[src/rtl/add_reducer_scheduler_if.sv]
// rtl/add_reducer_scheduler_if.sv - thread write/read and reducer-side signal bundle
// Purpose: groups the addend write port, result read port and reducer
//   datapath signals of add_reducer_scheduler.
// Ports (modport slave = scheduler view):
//   wr_valid/wr_ready/wr_thread/wr_slot/wr_data  addend write handshake
//   rd_en/rd_thread/rd_data/rd_valid              result read
//   result_pending                                per-thread DONE flags
//   red_addends/red_reduction                     reducer input vector / output sum
//   error                                         sticky protocol error
interface add_reducer_scheduler_if #(
  parameter int WORD_WIDTH   = 36,
  parameter int ADDENDS      = 8,
  parameter int THREADS      = 8,
  parameter int THREAD_WIDTH = 3,
  parameter int SLOT_WIDTH   = 3
);
  logic                          wr_valid;
  logic                          wr_ready;
  logic [THREAD_WIDTH-1:0]       wr_thread;
  logic [SLOT_WIDTH-1:0]         wr_slot;
  logic [WORD_WIDTH-1:0]         wr_data;
  logic                          rd_en;
  logic [THREAD_WIDTH-1:0]       rd_thread;
  logic [WORD_WIDTH-1:0]         rd_data;
  logic                          rd_valid;
  logic [THREADS-1:0]            result_pending;
  logic [ADDENDS*WORD_WIDTH-1:0] red_addends;
  logic [WORD_WIDTH-1:0]         red_reduction;
  logic                          error;

  modport slave (
    input  wr_valid, wr_thread, wr_slot, wr_data, rd_en, rd_thread, red_reduction,
    output wr_ready, rd_data, rd_valid, result_pending, red_addends, error
  );

  modport master (
    output wr_valid, wr_thread, wr_slot, wr_data, rd_en, rd_thread, red_reduction,
    input  wr_ready, rd_data, rd_valid, result_pending, red_addends, error
  );
endinterface

[src/rtl/add_reducer_scheduler.sv]
// rtl/add_reducer_scheduler.sv - shares one pipelined 8-addend reducer among 8 threads
// Purpose: per-thread slot buffers fill in any order; a completed vector is
//   round-robin issued to the reducer, tracked by a thread tag pipeline, and
//   its sum held until the owning thread reads it.
// Ports:
//   clock   sole clock
//   reset   synchronous, active-high
//   bus     add_reducer_scheduler_if.slave (write, read, reducer signals)
// Optional feature: define ADD_REDUCER_SCHED_ERROR_EN to enable the sticky
//   protocol error flag; otherwise error is tied 0.
module add_reducer_scheduler #(
  parameter int WORD_WIDTH      = 36,
  parameter int ADDENDS         = 8,
  parameter int THREADS         = 8,
  parameter int THREAD_WIDTH    = 3,
  parameter int SLOT_WIDTH      = 3,
  parameter int REDUCER_LATENCY = 5
) (
  input logic                    clock,
  input logic                    reset,
  add_reducer_scheduler_if.slave bus
);

  typedef enum logic [1:0] {
    ST_FILL  = 2'd0,
    ST_READY = 2'd1,
    ST_BUSY  = 2'd2,
    ST_DONE  = 2'd3
  } thread_state_t;

  thread_state_t state_q [THREADS];
  thread_state_t state_d [THREADS];

  logic [ADDENDS-1:0]            mask_q [THREADS];
  logic [WORD_WIDTH-1:0]         buf_q  [THREADS][ADDENDS];
  logic [WORD_WIDTH-1:0]         result_q [THREADS];
  logic [THREAD_WIDTH-1:0]       last_issued_q;
  logic [REDUCER_LATENCY:0]      tag_valid_q;
  logic [THREAD_WIDTH-1:0]       tag_thread_q [REDUCER_LATENCY+1];
  logic [WORD_WIDTH-1:0]         rd_data_q;
  logic                          rd_valid_q;
  logic [ADDENDS*WORD_WIDTH-1:0] red_addends_q;

  logic                    wr_accept;
  logic [ADDENDS-1:0]      wr_mask_next;
  logic                    wr_completes;
  logic                    rd_accept;
  logic                    issue_valid;
  logic [THREAD_WIDTH-1:0] issue_thread;
  logic [THREAD_WIDTH-1:0] arb_cand;
  logic                    cap_valid;
  logic [THREAD_WIDTH-1:0] cap_thread;

  assign wr_accept    = bus.wr_valid && (state_q[bus.wr_thread] == ST_FILL);
  assign wr_mask_next = mask_q[bus.wr_thread] | (ADDENDS'(1) << bus.wr_slot);
  assign wr_completes = &wr_mask_next;
  assign rd_accept    = bus.rd_en && (state_q[bus.rd_thread] == ST_DONE);
  assign cap_valid    = tag_valid_q[REDUCER_LATENCY];
  assign cap_thread   = tag_thread_q[REDUCER_LATENCY];

  // Round-robin arbiter: the search starts one past the last issued thread.
  // THREADS is a power of two, so the THREAD_WIDTH-bit sum wraps as mod THREADS;
  // the final iteration lands back on last_issued itself.
  always_comb begin
    issue_valid  = 1'b0;
    issue_thread = '0;
    arb_cand     = '0;
    for (int i = 1; i <= THREADS; i++) begin
      arb_cand = last_issued_q + THREAD_WIDTH'(i);
      if (!issue_valid && state_q[arb_cand] == ST_READY) begin
        issue_valid  = 1'b1;
        issue_thread = arb_cand;
      end
    end
  end

  // State register
  always_ff @(posedge clock) begin
    if (reset) begin
      for (int t = 0; t < THREADS; t++) state_q[t] <= ST_FILL;
    end else begin
      for (int t = 0; t < THREADS; t++) state_q[t] <= state_d[t];
    end
  end

  // Next-state logic. A thread sits in exactly one state, so the four events
  // below can never target the same thread in one cycle.
  always_comb begin
    for (int t = 0; t < THREADS; t++) state_d[t] = state_q[t];
    if (wr_accept && wr_completes) state_d[bus.wr_thread] = ST_READY;
    if (issue_valid)               state_d[issue_thread]  = ST_BUSY;
    if (cap_valid)                 state_d[cap_thread]    = ST_DONE;
    if (rd_accept)                 state_d[bus.rd_thread] = ST_FILL;
  end

  // Outputs decoded from thread state
  always_comb begin
    bus.wr_ready       = (state_q[bus.wr_thread] == ST_FILL);
    bus.result_pending = '0;
    for (int t = 0; t < THREADS; t++) bus.result_pending[t] = (state_q[t] == ST_DONE);
  end

  assign bus.rd_data     = rd_data_q;
  assign bus.rd_valid    = rd_valid_q;
  assign bus.red_addends = red_addends_q;

  // Control state with reset. Clearing tag_valid_q on reset is what makes the
  // reducer output of any in-flight vector get ignored.
  always_ff @(posedge clock) begin
    if (reset) begin
      for (int t = 0; t < THREADS; t++) mask_q[t] <= '0;
      tag_valid_q   <= '0;
      last_issued_q <= THREAD_WIDTH'(THREADS - 1);
      rd_data_q     <= '0;
      rd_valid_q    <= 1'b0;
      red_addends_q <= '0;
    end else begin
      if (wr_accept) mask_q[bus.wr_thread] <= wr_mask_next;
      if (rd_accept) mask_q[bus.rd_thread] <= '0;
      tag_valid_q <= {tag_valid_q[REDUCER_LATENCY-1:0], issue_valid};
      if (issue_valid) begin
        last_issued_q <= issue_thread;
        for (int k = 0; k < ADDENDS; k++)
          red_addends_q[k*WORD_WIDTH +: WORD_WIDTH] <= buf_q[issue_thread][k];
      end
      rd_valid_q <= rd_accept;
      if (rd_accept) rd_data_q <= result_q[bus.rd_thread];
    end
  end

  // Data storage; only meaningful under the mask/tag/state qualifiers above.
  always_ff @(posedge clock) begin
    if (wr_accept) buf_q[bus.wr_thread][bus.wr_slot] <= bus.wr_data;
    tag_thread_q[0] <= issue_thread;
    for (int s = 1; s <= REDUCER_LATENCY; s++) tag_thread_q[s] <= tag_thread_q[s-1];
    if (cap_valid) result_q[cap_thread] <= bus.red_reduction;
  end

`ifdef ADD_REDUCER_SCHED_ERROR_EN
  logic error_q;
  logic error_event;

  assign error_event = (bus.wr_valid && (state_q[bus.wr_thread] != ST_FILL))
                    || (wr_accept && mask_q[bus.wr_thread][bus.wr_slot])
                    || (bus.rd_en && (state_q[bus.rd_thread] != ST_DONE));

  always_ff @(posedge clock) begin
    if (reset)            error_q <= 1'b0;
    else if (error_event) error_q <= 1'b1;
  end

  assign bus.error = error_q;
`else
  assign bus.error = 1'b0;
`endif

endmodule

[src/flat_wrapper.sv]
// flat-port wrapper written by rule: the top's interface ports become plain ports
module add_reducer_scheduler_flat 
#(
  parameter int WORD_WIDTH      = 36,
  parameter int ADDENDS         = 8,
  parameter int THREADS         = 8,
  parameter int THREAD_WIDTH    = 3,
  parameter int SLOT_WIDTH      = 3,
  parameter int REDUCER_LATENCY = 5
)
  (clock, reset, bus_wr_valid, bus_wr_thread, bus_wr_slot, bus_wr_data, bus_rd_en, bus_rd_thread, bus_red_reduction, bus_wr_ready, bus_rd_data, bus_rd_valid, bus_result_pending, bus_red_addends, bus_error);
  add_reducer_scheduler_if #(.WORD_WIDTH(WORD_WIDTH), .ADDENDS(ADDENDS), .THREADS(THREADS), .THREAD_WIDTH(THREAD_WIDTH), .SLOT_WIDTH(SLOT_WIDTH)) bus_i ();
  input logic clock;
  input logic reset;
  input wire logic [$bits(bus_i.wr_valid)-1:0] bus_wr_valid;
  input wire logic [$bits(bus_i.wr_thread)-1:0] bus_wr_thread;
  input wire logic [$bits(bus_i.wr_slot)-1:0] bus_wr_slot;
  input wire logic [$bits(bus_i.wr_data)-1:0] bus_wr_data;
  input wire logic [$bits(bus_i.rd_en)-1:0] bus_rd_en;
  input wire logic [$bits(bus_i.rd_thread)-1:0] bus_rd_thread;
  input wire logic [$bits(bus_i.red_reduction)-1:0] bus_red_reduction;
  output wire logic [$bits(bus_i.wr_ready)-1:0] bus_wr_ready;
  output wire logic [$bits(bus_i.rd_data)-1:0] bus_rd_data;
  output wire logic [$bits(bus_i.rd_valid)-1:0] bus_rd_valid;
  output wire logic [$bits(bus_i.result_pending)-1:0] bus_result_pending;
  output wire logic [$bits(bus_i.red_addends)-1:0] bus_red_addends;
  output wire logic [$bits(bus_i.error)-1:0] bus_error;
  assign bus_i.wr_valid = bus_wr_valid;
  assign bus_i.wr_thread = bus_wr_thread;
  assign bus_i.wr_slot = bus_wr_slot;
  assign bus_i.wr_data = bus_wr_data;
  assign bus_i.rd_en = bus_rd_en;
  assign bus_i.rd_thread = bus_rd_thread;
  assign bus_i.red_reduction = bus_red_reduction;
  assign bus_wr_ready = bus_i.wr_ready;
  assign bus_rd_data = bus_i.rd_data;
  assign bus_rd_valid = bus_i.rd_valid;
  assign bus_result_pending = bus_i.result_pending;
  assign bus_red_addends = bus_i.red_addends;
  assign bus_error = bus_i.error;
  add_reducer_scheduler #(.WORD_WIDTH(WORD_WIDTH), .ADDENDS(ADDENDS), .THREADS(THREADS), .THREAD_WIDTH(THREAD_WIDTH), .SLOT_WIDTH(SLOT_WIDTH), .REDUCER_LATENCY(REDUCER_LATENCY)) u_core (.clock(clock), .reset(reset), .bus(bus_i));
endmodule
[config.mk]
export PLATFORM = sky130hd
export DESIGN_NAME = add_reducer_scheduler_flat
export DESIGN_NICKNAME = d
export VERILOG_FILES = /design/src/rtl/add_reducer_scheduler_if.sv /design/src/rtl/add_reducer_scheduler.sv /design/src/flat_wrapper.sv
export SDC_FILE = /design/constraint.sdc
export NUM_CORES = 2
export LEC_CHECK = 0
export ABC_AREA = 1
export CAP_MARGIN = 20
export CORE_MARGIN = 5
export CORE_UTILIZATION = 46
export DETAILED_ROUTE_END_ITERATION = 16
export PLACE_DENSITY_LB_ADDON = 0.15
export SLEW_MARGIN = 20
export SYNTH_ARGS = -nofsm -noshare
export SYNTH_HDL_FRONTEND = slang
export SYNTH_SLANG_ARGS = --single-unit
[constraint.sdc]
create_clock -name clock -period 4.3 [get_ports clock]
set_clock_uncertainty 0.15 [all_clocks]
set_input_delay 1.075 -clock clock [delete_from_list [all_inputs] [get_ports clock]]
set_output_delay 1.075 -clock clock [all_outputs]
set_load 0.03 [all_outputs]
After elaboration in Yosys (flattened, before gate mapping)
Memories as Yosys holds them, arrays and structs flattened. A register that Yosys moved wholly into a read port is not among the register bits.
Cells that the tools add are included.
Widths: inputs -> output; s select.
- register bits: 10
- RAM bits: 2690
- output and inout bits: 335
- logic and storage cells: 150
- memories: 5
- memories (memory ; depth ; width ; read ports ; clocked after memory_dff ; write ports ; RTL line ; text):
    u_core.buf_q ; 8 ; 288 ; 1 ; 1 ; 1 ; add_reducer_scheduler.sv:35 ; logic [WORD_WIDTH-1:0] buf_q [THREADS][ADDENDS];
    u_core.result_q ; 8 ; 36 ; 1 ; 1 ; 1 ; add_reducer_scheduler.sv:36 ; logic [WORD_WIDTH-1:0] result_q [THREADS];
    u_core.mask_q ; 8 ; 8 ; 1 ; 0 ; 8 ; add_reducer_scheduler.sv:34 ; logic [ADDENDS-1:0] mask_q [THREADS];
    u_core.tag_thread_q ; 6 ; 3 ; 6 ; 0 ; 6 ; add_reducer_scheduler.sv:39 ; logic [THREAD_WIDTH-1:0] tag_thread_q [REDUCER_LATENCY+1];
    u_core.state_q ; 8 ; 2 ; 18 ; 1 ; 8 ; add_reducer_scheduler.sv:31 ; thread_state_t state_q [THREADS];
- $add $sub $neg: 7
- order comparisons: 10
- equal/unequal tests: 17
- shifts and indexed selects: 1
- multiplexer cells: 58
- bitwise logic cells: 23
- reductions and logical operators: 26
- operators with widths (kind ; count):
    $mux 288 ; 1
    $demux 36 s3 ; 1
    $mux 16 ; 4
    $mux 3 ; 12
    $mux 36 ; 1
    $demux 2 s3 ; 4
    $mux 2 ; 12
    $or 8x8->8 ; 3
    $mux 1 ; 21
    $ge 4x4->1 const B ; 5
    $lt 4x1->1 const B ; 5
    $not 3->4 ; 5
    $eq 2x2->1 const B ; 9
    $and 16x16->16 ; 1
    $and 8x8->8 ; 2
    $eq 2x1->1 const B ; 8
    $mux 8 ; 2
    $not 16->16 ; 1
    $not 8->8 ; 2
    $or 16x16->16 ; 1
    $reduce_or 8->1 ; 2
    $logic_and 1x1->1 ; 15
    $add 3x3->3 const B ; 4
    $or 1x1->1 ; 8
    6 further kinds ; 13

Logic depth before layout (Yosys ltp)
An unclocked memory read counts as a cell.
- depth after elaboration: 38
- depth in mapped cells: 27
- gate-level depth less buffers: 23

Worst setup path before layout
No wires, ideal clock.
- path kind: input-to-reg
- start point: input bus_wr_thread[0]
- end point: memory u_core.buf_q[0][100] (netlist name) (enable)
- library setup time: 0.429 ns
- arrival: 4.212 ns
- path slack: -0.491 ns
- stages: 9
- path buffers: 2
- cells stage by stage: clkbuf_1 -> nand3_1 -> a21oi_1 -> nor4_1 -> and2_1 -> nand2_1 -> or2_2 -> clkbuf_1 -> nor2_1
- cells in the longest elaborated chain, start to end: 5
- ends and longest elaborated chain (element ; RTL line ; text):
    start, declared ; flat_wrapper.sv:16 ; input wire logic [$bits(bus_i.wr_thread)-1:0] bus_wr_thread;
    $mem_v2 8x2 ; - ;
    $logic_not 2->1 ; - ;
    via bus_wr_ready ; flat_wrapper.sv:22 ; output wire logic [$bits(bus_i.wr_ready)-1:0] bus_wr_ready;
    $logic_and 1x1->1 ; add_reducer_scheduler.sv:54 ; assign wr_accept = bus.wr_valid && (state_q[bus.wr_thread] == ST_FILL);
    $mux 1 ; add_reducer_scheduler.sv:133 ; if (wr_accept) buf_q[bus.wr_thread][bus.wr_slot] <= bus.wr_data;
    $mux 288 (implied by the code) ; add_reducer_scheduler.sv:133 ;
    end, declared ; add_reducer_scheduler.sv:35 ;
The timed path passes the listed nets, and every way through them passes these cells.

Worst setup path after layout
- start point: register u_core.last_issued_q[1]
- end point: register u_core.red_addends_q[75], in the netlist u_core.bus.red_addends[75] (read register of u_core.buf_q)
- cells in the longest elaborated chain, start to end: 25
- ends and longest elaborated chain (element ; RTL line ; text):
    start, declared ; add_reducer_scheduler.sv:37 ; logic [THREAD_WIDTH-1:0] last_issued_q;
    start signal, assigned ; add_reducer_scheduler.sv:113 ; last_issued_q <= THREAD_WIDTH'(THREADS - 1);
    start signal, assigned ; add_reducer_scheduler.sv:122 ; last_issued_q <= issue_thread;
    $add 3x1->3 ; add_reducer_scheduler.sv:69 ; arb_cand = last_issued_q + THREAD_WIDTH'(i);
    $mem_v2 8x2 ; - ;
    $eq 2x1->1 ; add_reducer_scheduler.sv:70 ; if (!issue_valid && state_q[arb_cand] == ST_READY) begin
    $mux 1 ; add_reducer_scheduler.sv:70 ;
    $logic_not 1->1 ; add_reducer_scheduler.sv:70 ;
    $logic_and 1x1->1 ; add_reducer_scheduler.sv:70 ;
    $mux 1 ; add_reducer_scheduler.sv:70 ;
    $logic_not 1->1 ; add_reducer_scheduler.sv:70 ;
    [9 not listed] ; - ;
    $logic_and 1x1->1 ; add_reducer_scheduler.sv:70 ;
    $mux 1 ; add_reducer_scheduler.sv:70 ;
    $logic_not 1->1 ; add_reducer_scheduler.sv:70 ;
    $logic_and 1x1->1 ; add_reducer_scheduler.sv:70 ;
    $mux 1 ; add_reducer_scheduler.sv:70 ;
    $logic_not 1->1 ; add_reducer_scheduler.sv:70 ;
    $logic_and 1x1->1 ; add_reducer_scheduler.sv:70 ;
    $mux 3 / $mux 1 (equally long branches) ; add_reducer_scheduler.sv:70 ;
    end, declared ; add_reducer_scheduler.sv:42 ; logic [ADDENDS*WORD_WIDTH-1:0] red_addends_q;
Parallel ways exist; a longest one is shown, timed or not.
A chain may end at the register's enable or synchronous reset.

==> flow_metrics.py <==
metrics = {
    "status": {
        "status": "finished clean",
    },
    "detailed_routing": {
        "dr_wl_met2_microns": 173000,
        "dr.max_layer_used": "met5",
        "drt_wl_total_microns": 370000,
        "avgViaCountPerCell": 5.55,
        "drcViolationCount": 0,
        "wl_met1_microns": 154000,
        "firstDrtPassIters": 8,
        "route.met3.wl_microns": 31000,
        "num_vias": 83414,
        "post_drt_wl_per_cell_microns": 24.6,
        "drtAntennaViolNets": 0,
        "drtIter0Drc": 9815,
    },
    "timing": {
        "timing.final.crit_share_pct": 95.7,
        "min_period_ns": 4.11,
        "setup_tns_ns": 0,
        "worstMarginPinSlew_ns": 1.14,
        "hold_viol_final": 0,
        "grt_setup_unrepaired": "true",
        "max_freq_mhz": 243,
        "maxSlewHeadroom_pct": 23.7,
        "finalMaxSlewViolations": 0,
        "setup_viol": 0,
    },
    "worst_setup_path": {
        "cp_slowest_stage_delay_ns": 0.37,
        "worstSetupPathType": "reg2reg",
        "rrSetupSlack_ns": 0.19,
        "r2r_cells": 22,
        "cp_num_buf_inv": 4,
        "slowest_stage": "dfxtp_1",
        "cp.depth": 22,
        "crit_arrival_ns": 4.85,
        "end_kind": "flip-flop",
        "start_kind": "flip-flop",
        "critPathRequiredTime_ns": 5.03,
        "critical-path-top-delay-family": "simple AND/OR/NAND/NOR gates",
        "critPathMaxFanout": 84,
        "crit_path_frequent_cell": "nand2_1",
        "crit_chain": "inv_4 -> ha_1 -> clkinvlp_4 -> nand3_2 -> nand2_1 -> nand3_2 -> nand2_2 -> nor2_8 -> nand2_1 -> nor2_2 -> nand3_1 -> nand3b_1 -> nand2_8 -> nand2_8 -> buf_4 -> buf_12 -> nand2_1 -> nand2_1 -> nand2_1 -> nand3_1 -> nor2_1 -> nor2_1",
    },
    "clock_network": {
        "clk_latency_ns": 0.98,
        "cts_hold_buffers": 0,
        "cts_max_level": 5,
        "numClockSinks": 3027,
        "tritoncts": "built",
        "root_buffer": "clkbuf_16",
        "clkTransAtPathRegs_ns": 0.06,
        "cts_buffer_depth": 4,
        "cts-buffers-inserted": 329,
    },
    "synthesis": {
        "ys_seq_area_share_pct": 72.4,
        "synth-edff-count": 2592,
        "synth.avg_cell_area_sq_um": 11.0,
        "synthesis.area_sq_um": 120000,
        "ys_warn_count": 0,
        "synth_cells": 10820,
        "ys_ff_latch": 3027,
        "synth_cell_types": 46,
        "syn_nets": 10907,
        "ys.flop_type": "edfxtp_1",
        "async_reset_ff_share_pct": 0,
    },
    "worst_hold_path": {
        "min_path_cells": 0,
        "hold_class": "reg2reg",
    },
    "placed_design": {
        "io_buffers": 418,
        "dp_hpwl_microns": 213000,
        "placed_cells": 14427,
        "gp_congestion": 0.877,
        "postPlaceCellArea_sq_um": 131000,
    },
    "global_routing": {
        "grt_pass1_vias": 79291,
        "grt_max_degree": 163,
        "antenna_found_initial": 27,
        "overflow": 0,
        "grt_use_total_pct": 26.5,
        "grt_pass1_wl_microns": 538000,
    },
    "job": {
        "maxCapViolations": 0,
    },
    "die": {
        "start_util_pct": 46.1,
        "coreArea_sq_um": 259000,
        "die_w_microns": 520,
        "die_h_microns": 520,
        "pin_count": 420,
        "num_rows": 187,
        "dieArea_sq_um": 270000,
    },
    "cells_and_area": {
        "final_cell_mix": "nand2_1, edfxtp_1, nand3_1",
        "fillers": 21798,
        "final_area_sq_um": 141000,
        "drive_gt1_share_pct": 9.25,
        "area_growth_pct": 18.4,
        "layout.nets": 11452,
        "final_common_cell": "nand2_1",
        "instances_no_fill": 15028,
    },
}
==> logic make-up after synthesis <==
group,after synthesis,synth area share [%]
AND/OR/NAND/NOR,6364,21.5
flip-flops,3027,72.4
buffers and inverters,811,3.01
AO/OA/AOI/OAI,614,3.08
adder cells (fa/ha/maj),2,0.0209
XOR/XNOR,1,0.00733
other,1,0.00314
==> cells in the mapped netlist (14+ instances only) <==
library cell,n,area [sq um]
edfxtp_1,2592,77800
buf_1,43,161
inv_1,161,604
nand3_1,1208,6050
buf_4,46,345
a221oi_1,55,482
nand2_1,4307,16200
clkbuf_1,293,1100
a21oi_1,39,195
nor2_1,770,2890
nor3_1,14,70.1
buf_2,247,1240
a22oi_1,105,788
a31oi_1,20,125
nand4_1,22,138
dfxtp_1,435,8710
o21ai_0,360,1800
==> sequential cells by signal, summed over array words and instances (netlist names), named ones only <==
register and count:
u_core.mask_q 64, u_core.result_q 288, u_core.bus.rd_valid 1, u_core.buf_q 2304, u_core.bus.red_addends 288, u_core.state_q 16
u_core.tag_valid_q 6, u_core.tag_thread_q 18, u_core.bus.rd_data 36, u_core.last_issued_q 3
==> cell type report <==
cell class                 instances  area [sq um]  share of cell area (%)
clock inverter                   129           878                   0.621
clock buffer                     453          9240                    6.53
multi-input combinational       6983         30000                    21.2
inverter                         172           687                   0.486
tap                             3402          4260                    3.01
sequential                      3027         86500                    61.2
antenna                           10          25.0                  0.0177
timing repair buffer             852          9800                    6.93
==> metal layers <==
metal  global-route usage (%)  vias to the layer above
met2                     42.4                     3777
li1                         -                    38065
met1                     37.3                    41012
met5                        0                        -
met4                     7.80                       10
met3                     4.46                      550
==> timing repair <==
action | 4_1_cts | 5_1_grt
endpoints found under the hold margin | 0 | 0
gates resized for setup | 0 | 20
setup endpoints to repair | 0 | 132
setup buffers | 0 | 6
==> path summary, 6_finish.rpt <==
check                                               start                         end
worst min register to register  u_core.tag_thread_q[1][2]   u_core.tag_thread_q[2][2]
worst max-delay path              u_core.last_issued_q[1]  u_core.bus.red_addends[75]
worst max register to register    u_core.last_issued_q[1]  u_core.bus.red_addends[75]
worst min-delay path            u_core.tag_thread_q[1][2]   u_core.tag_thread_q[2][2]
==> stage by stage <==
| step | hold slack [ns] | worst slack (ns) | utilization [%] |
|---|---|---|---|
| 2_1_floorplan | 0.160 | -0.491 | - |
| 3_3_place_gp | 0.162 | 0.0575 | 50.6 |
| 3_5_place_dp | 0.162 | 0.0557 | 50.6 |
| 4_1_cts | 0.149 | 0.115 | 54.5 |
| 5_1_grt | 0.156 | -0.0109 | 54.6 |
| 6_report | 0.153 | 0.185 | 54.6 |
Power is not shown: default switching activity piles up to over one toggle a cycle in this logic, so the estimate is an artifact.
